`config.mk`:
```
export PLATFORM = sky130hd
export DESIGN_NAME = scan_sequencer
export DESIGN_NICKNAME = d
export VERILOG_FILES = /design/src/rtl/scan_sequencer_pkg.sv /design/src/rtl/scan_sequencer_edge_sync.sv /design/src/rtl/scan_sequencer.sv
export SDC_FILE = /design/constraint.sdc
export NUM_CORES = 1
export LEC_CHECK = 0
export BUFFER_PORTS_ARGS = -buffer_cell sky130_fd_sc_hd__buf_4
export CELL_PAD_IN_SITES_DETAIL_PLACEMENT = 0
export CELL_PAD_IN_SITES_GLOBAL_PLACEMENT = 2
export CORE_MARGIN = 2
export CORE_UTILIZATION = 35
export DETAILED_ROUTE_END_ITERATION = 7
export HOLD_SLACK_MARGIN = 0.1
export PLACE_DENSITY_LB_ADDON = 0.1
export SLEW_MARGIN = 25
export SYNTH_ARGS = -nofsm -noshare
export SYNTH_HDL_FRONTEND = slang
export SYNTH_SLANG_ARGS = --single-unit
export TNS_END_PERCENT = 10
```
`constraint.sdc`:
```
create_clock -name clk_400m -period 4.95 [get_ports clk_400m]
set_input_delay 0.99 -clock clk_400m [delete_from_list [all_inputs] [get_ports clk_400m]]
set_output_delay 0.99 -clock clk_400m [all_outputs]
set_load 0.02 [all_outputs]
```
`src/rtl/scan_sequencer_pkg.sv`:
```
// Shared types and widths for the scan sequencer: FSM state encoding,
// counter widths and the default txdone pulse width.
package scan_pkg;

  localparam int FRAME_W          = 8;
  localparam int SCAN_W           = 16;
  localparam int TXDONE_W_DEFAULT = 4;

  typedef enum logic [2:0] {
    S_IDLE = 3'd0,
    S_FIRE = 3'd1,
    S_RUN  = 3'd2,
    S_GAP  = 3'd3,
    S_DONE = 3'd4
  } state_t;

endpackage

```
`src/rtl/scan_sequencer_edge_sync.sv`:
```
// edge_sync: 2-flop synchronizer for an asynchronous level, plus a registered
// rising-edge pulse (visible 3 clocks after the input transition).
module edge_sync (
  input  logic clk,
  input  logic rst_n,
  input  logic din,
  output logic sync,
  output logic rise
);

  logic meta_reg;
  logic sync_reg;
  logic prev_reg;
  logic rise_reg;

  always_ff @(posedge clk or negedge rst_n) begin
    if (!rst_n) begin
      meta_reg <= 1'b0;
      sync_reg <= 1'b0;
      prev_reg <= 1'b0;
      rise_reg <= 1'b0;
    end else begin
      meta_reg <= din;
      sync_reg <= meta_reg;
      prev_reg <= sync_reg;
      rise_reg <= sync_reg & ~prev_reg;
    end
  end

  assign sync = sync_reg;
  assign rise = rise_reg;

endmodule

```
`src/rtl/scan_sequencer.sv`:
```
// Scan sequencer: fires the signal generator, counts frames per scan and scans
// per run. Define SCAN_SEQ_TIMEOUT_EN to build the frame-edge watchdog.
module scan_sequencer
  import scan_pkg::*;
#(
  parameter int          TXDONE_W       = TXDONE_W_DEFAULT,
  parameter logic [31:0] TIMEOUT_CYCLES = 32'd4_000_000
) (
  input  logic                 clk_400m,
  input  logic                 reset,
  input  logic                 cfg_valid,
  output logic                 cfg_ready,
  input  logic [FRAME_W-1:0]   cfg_frame_nums,
  input  logic [FRAME_W-1:0]   cfg_pixel_nums,
  input  logic [SCAN_W-1:0]    cfg_repeat,
  input  logic [SCAN_W-1:0]    cfg_gap,
  input  logic                 cmd_start,
  input  logic                 cmd_abort,
  input  logic                 frame,
  input  logic                 pixel,
  output logic                 txdone,
  output logic [FRAME_W-1:0]   frame_nums,
  output logic [FRAME_W-1:0]   pixel_nums,
  output logic                 busy,
  output logic                 scan_done,
  output logic                 aborted,
  output logic [SCAN_W-1:0]    scan_cnt,
  output logic [FRAME_W-1:0]   frame_cnt,
  output logic                 err_cfg,
  output logic                 err_timeout
);

  localparam int                FIRE_W    = (TXDONE_W > 1) ? $clog2(TXDONE_W) : 1;
  localparam logic [FIRE_W-1:0] FIRE_LAST = FIRE_W'(TXDONE_W - 1);

  state_t              state;
  logic                txdone_reg;
  logic                scan_done_reg;
  logic                aborted_reg;
  logic                err_cfg_reg;
  logic [FRAME_W-1:0]  frame_nums_reg;
  logic [FRAME_W-1:0]  pixel_nums_reg;
  logic [SCAN_W-1:0]   repeat_reg;
  logic [SCAN_W-1:0]   gap_reg;
  logic [SCAN_W-1:0]   gap_cnt_reg;
  logic [SCAN_W-1:0]   gap_last;
  logic [SCAN_W-1:0]   scan_cnt_reg;
  logic [FRAME_W-1:0]  frame_cnt_reg;
  logic [FIRE_W-1:0]   fire_cnt_reg;

  // Index 0 = frame, index 1 = pixel.
  logic [1:0] raw_in;
  logic [1:0] sync_lvl;
  logic [1:0] sync_rise;
  logic       frame_sync;
  logic       frame_rise;
  logic       pixel_rise;
  logic       unused_pixel_sync;

  assign raw_in = {pixel, frame};

  genvar gi;
  generate
    for (gi = 0; gi < 2; gi++) begin : g_sync
      edge_sync u_edge_sync (
        .clk   (clk_400m),
        .rst_n (reset),
        .din   (raw_in[gi]),
        .sync  (sync_lvl[gi]),
        .rise  (sync_rise[gi])
      );
    end
  endgenerate

  assign frame_sync        = sync_lvl[0];
  assign frame_rise        = sync_rise[0];
  assign pixel_rise        = sync_rise[1];
  assign unused_pixel_sync = sync_lvl[1];

  // A zero gap still costs one idle cycle.
  assign gap_last = (gap_reg == '0) ? '0 : gap_reg - 1'b1;

`ifdef SCAN_SEQ_TIMEOUT_EN
  localparam logic [31:0] WD_LAST = TIMEOUT_CYCLES - 32'd1;
  logic [31:0] wd_cnt_reg;
  logic        err_timeout_reg;
  assign err_timeout = err_timeout_reg;
`else
  logic unused_timeout;
  assign unused_timeout = ^TIMEOUT_CYCLES;
  assign err_timeout    = 1'b0;
`endif

  always_ff @(posedge clk_400m or negedge reset) begin
    if (!reset) begin
      state          <= S_IDLE;
      txdone_reg     <= 1'b0;
      scan_done_reg  <= 1'b0;
      aborted_reg    <= 1'b0;
      err_cfg_reg    <= 1'b0;
      frame_nums_reg <= '0;
      pixel_nums_reg <= '0;
      repeat_reg     <= '0;
      gap_reg        <= '0;
      gap_cnt_reg    <= '0;
      scan_cnt_reg   <= '0;
      frame_cnt_reg  <= '0;
      fire_cnt_reg   <= '0;
`ifdef SCAN_SEQ_TIMEOUT_EN
      wd_cnt_reg      <= '0;
      err_timeout_reg <= 1'b0;
`endif
    end else begin
      scan_done_reg <= 1'b0;
      aborted_reg   <= 1'b0;
      case (state)
        S_IDLE: begin
          if (cfg_valid) begin
            frame_nums_reg <= cfg_frame_nums;
            pixel_nums_reg <= cfg_pixel_nums;
            repeat_reg     <= cfg_repeat;
            gap_reg        <= cfg_gap;
            err_cfg_reg    <= 1'b0;
`ifdef SCAN_SEQ_TIMEOUT_EN
            err_timeout_reg <= 1'b0;
`endif
          end
          if (cmd_start && !cmd_abort) begin
            if (frame_nums_reg != '0) begin
              state         <= S_FIRE;
              txdone_reg    <= 1'b1;
              fire_cnt_reg  <= '0;
              frame_cnt_reg <= '0;
              scan_cnt_reg  <= '0;
            end else begin
              err_cfg_reg <= 1'b1;
            end
          end
        end
        S_FIRE: begin
          if (fire_cnt_reg == FIRE_LAST) begin
            state      <= S_RUN;
            txdone_reg <= 1'b0;
`ifdef SCAN_SEQ_TIMEOUT_EN
            wd_cnt_reg <= '0;
`endif
          end else begin
            fire_cnt_reg <= fire_cnt_reg + 1'b1;
          end
        end
        S_RUN: begin
          if (frame_rise && frame_cnt_reg != '1)
            frame_cnt_reg <= frame_cnt_reg + 1'b1;
          if (pixel_rise && !frame_sync)
            err_cfg_reg <= 1'b1;
          // Scan ends once the last frame has also gone low again.
          if (frame_cnt_reg >= frame_nums_reg && !frame_sync) begin
            state       <= S_GAP;
            gap_cnt_reg <= '0;
            if (scan_cnt_reg != '1)
              scan_cnt_reg <= scan_cnt_reg + 1'b1;
          end
`ifdef SCAN_SEQ_TIMEOUT_EN
          else if (frame_rise) begin
            wd_cnt_reg <= '0;
          end else if (wd_cnt_reg == WD_LAST) begin
            err_timeout_reg <= 1'b1;
            aborted_reg     <= 1'b1;
            state           <= S_IDLE;
          end else begin
            wd_cnt_reg <= wd_cnt_reg + 32'd1;
          end
`endif
        end
        S_GAP: begin
          if (gap_cnt_reg >= gap_last) begin
            if (repeat_reg != '0 && scan_cnt_reg == repeat_reg) begin
              state         <= S_DONE;
              scan_done_reg <= 1'b1;
            end else begin
              state         <= S_FIRE;
              txdone_reg    <= 1'b1;
              fire_cnt_reg  <= '0;
              frame_cnt_reg <= '0;
            end
          end else begin
            gap_cnt_reg <= gap_cnt_reg + 1'b1;
          end
        end
        S_DONE: begin
          state <= S_IDLE;
        end
        default: begin
          state <= S_IDLE;
        end
      endcase
      // Abort overrides whatever the active state decided this cycle.
      if (cmd_abort && state != S_IDLE) begin
        state         <= S_IDLE;
        txdone_reg    <= 1'b0;
        aborted_reg   <= 1'b1;
        scan_done_reg <= 1'b0;
      end
    end
  end

  assign cfg_ready  = (state == S_IDLE);
  assign busy       = (state != S_IDLE);
  assign txdone     = txdone_reg;
  assign scan_done  = scan_done_reg;
  assign aborted    = aborted_reg;
  assign frame_nums = frame_nums_reg;
  assign pixel_nums = pixel_nums_reg;
  assign scan_cnt   = scan_cnt_reg;
  assign frame_cnt  = frame_cnt_reg;
  assign err_cfg    = err_cfg_reg;

endmodule

```
==> impl_metrics.toml <==
[synthesis]
synth_fa_ha_area_share_pct = 6.42
syn_inst = 602
ys_types = 63
synth_top_family_by_area = "simple AND/OR/NAND/NOR gates"
syn_area_sq_um = 5850
synth_most_common_cell = "dfrtp_1"
synth.ff_latch_count = 105
avgSynthCellArea_sq_um = 9.71
ys_seq_area_share_pct = 44.9
async_flop_share_pct = 100
synth_xor_area_share_pct = 4.20
synth_simple_gate_area_share_pct = 20.9
synth_area_leader_cell = "dfrtp_1"
synth_mux_area_share_pct = 8.03
synth_ff_type = "dfrtp_1"
synth_top_area_share_pct = 44.9
synth_area_leaders = "dfrtp_1, mux2_2, ha_1, nand2_1, o21ai_0"
synth_compound_area_share_pct = 12.3
synth_edf_count = 0
ys_warn_count = 0
synth_nets = 687
synthTopCellsByCount = "dfrtp_1, nand2_1, nor2_1"

[timing]
rsz0062_at_grt = "false"
drv_slew = 0
worst_clock_skew_ns = 0.0100
layout_setup_ws_ns = 0.520
slew_headroom_pct = 38.4
fin_crit_sh_pct = 89.5
finalWorstPathRequiredPeriod_ns = 4.43
setup_violations = 0
max_freq_mhz = 226
final_hold_viol_count = 0
fin_tns_setup_ns = 0
worst_slew_pin_slew_ns = 0.920
worst_hold_slack_ns = 0.351

[grt]
gr-total-overflow = 0
antenna_found_initial = 0
grt_max_degree = 73
grt_usage_pct = 18.3
grt_pass1_vias = 4899
grt_first_pass_wirelength_um = 25800

[critical_path]
reg2reg_slack_ns = 0.52
r2r_cells = 13
critical_path_peak_fanout = 22
critical_path_class = "flip-flop to flip-flop"
rr_startpoint = "gap_reg[9]"
end_kind = "flip-flop"
crit_required_ns = 5.24
rr_endpoint = "gap_cnt_reg[15]"
arrival_ns = 4.72
cp-start-kind = "flip-flop"

[hold_path]
hold_class = "flip-flop to flip-flop"
min_to = "g_sync[0].u_edge_sync.sync"
worst_hold_startpoint = "g_sync[0].u_edge_sync.meta_reg"
whs_path_depth = 0

[cts]
path_clk_slew_ns = 0.08
cts_tree = "built"
post_cts_resized = 0
cts_setup_buffers = 0
numCtsBuffers = 9
clockBufferDepth = 2
clkLatencyLatePin_ns = 0.36
htree_levels = 3
clock-sinks = 105
root_buffer = "clkbuf_16"
postCtsHoldBufs = 0

[place]
io_buffer_count = 100
preCtsSetupSlack_ns = 0.539
dp_hpwl_um = 11500
gp_congestion = 0.788

[pwr]
power_frac_seq_pct = 38.2
peakVddDrop_mv = 0.242
leakage_uw = 0.00325
p_comb_share_pct = 41.6
power.share.switching_pct = 40.4
switching_power_uw = 1490
power.density_nw_per_um2 = 515
report.power.total_uw = 3680
internal-power_uw = 2190
p_clk_share_pct = 20.3

[cells_and_area]
antenna_cells = 0
layout-drive-gt1-share_pct = 25.1
area_growth_pct = 22.4
fill_cells = 1641
nNetsFinal = 784
final_util_pct = 43.5
regArea_sq_um = 2630
multi_input_area_sq_um = 3040

[die]
start_util_pct = 35.5
ios = 102
die_area_sq_um = 17800
die_w_um = 133
rows = 47
die_y_um = 133
core_area_sq_um = 16500

[detailed_routing]
drt_wl_total_um = 15600
viasPerCell = 5.22
drcViolationCount = 0
wl_per_cell_um = 16.9
drt_iter0_drc = 231
firstDrtPassIters = 4
final_antenna_net_count = 0
vias = 4822

[job]
drv_cap = 0

[outcome]
status = "complete, no violations"
how the worst max path moves through the flow:
| stage | slack, ns | endpoint | cells past startpoint | from |
|---|---|---|---|---|
| after detailed placement | 0.54 | frame_cnt[7] | 12 | gap_reg[9] |
| after CTS | 0.50 | frame_cnt[7] | 12 | gap_reg[9] |
| after global routing | 0.25 | gap_cnt_reg[9] | 13 | gap_reg[9] |
| after floorplan | 0.84 | gap_cnt_reg[8] | 14 | gap_reg[9] |
| final | 0.52 | gap_cnt_reg[15] | 13 | gap_reg[9] |
| after global placement | 0.66 | gap_cnt_reg[15] | 13 | gap_reg[9] |
layout make-up:
type,instances,area share (%)
sequential,105,36.7
inverter,21,1.10
tap,220,3.85
multi-input combinational,452,42.5
timing repair buffer,110,11.6
clock inverter,7,1.14
clock buffer,9,3.15
placed cells by master, fill, tap and decap left out, types with 3 or more instances in the layout:
cell,synthesis,layout
buf_4,1,109
dfrtp_1,105,105
nand2_1,68,68
nor2_1,42,42
o21ai_0,40,40
mux2_2,39,39
ha_1,30,30
a21oi_1,28,28
nand3_1,22,22
inv_1,21,21
nand4_1,17,17
xor2_1,17,17
nor3_1,14,13
nor4_1,11,11
and3_1,11,11
xnor2_1,11,11
a31oi_1,9,9
or4_1,9,9
nand2b_1,9,9
clkbuf_16,0,9
o31ai_1,6,6
nor2b_1,6,6
and2_1,6,5
a31o_2,4,4
o21a_1,4,4
a22o_1,3,3
o311ai_0,3,3
mux2i_1,3,3
nand3b_1,3,3
metal layers:
layer  up-vias  track usage (%)  wire (um)  share of wire (%)
met4         0             5.97        193                1.2
met2       109             29.6       7310                 47
li1       2375                -          -                  -
met1      2325             25.1       7370                 47
met3        13             3.16        742                4.8
met5         -                0          0                  0
power groups by stage:
stage                     Sequential [uW]  Combinational, uW  Clock, uW
after floorplan                      1450                966          0
after detailed placement             1430               1550          0
final                                1410               1530        746
after global placement               1420               1520          0
after CTS                            1410               1560        767
after global routing                 1450               1710        810
kinds of logic after synthesis:
kind of cell | Yosys count
and+or+nand+nor | 236
AOI/OAI and AO/OA | 115
DFF | 105
buffers and inverters | 45
muxes | 42
adders and majority gates | 30
xor gates and xnor gates | 28
other | 1
critical path: stages, from the launching register on:
cell and delay (ns):
dfrtp_1 0.41, or4_4 0.57, or3_4 0.36, or4_4 0.42, or3_4 0.42, nand2_1 0.09, ha_1 0.24, a21oi_1 0.12
o21ai_0 0.16, a2111oi_1 0.52, nand3b_1 0.13, buf_4 0.22, or4_1 0.53, a21oi_1 0.15
metrics by stage:
step / cell area [sq um] / cells
after floorplan: 5850 / 602
after global placement: 6840 / 908
after detailed placement: 6840 / 908
after CTS: 7150 / 924
after global routing: 7160 / 924
final: 7160 / 924
No activity file was read; power rests on OpenSTA's default activity.
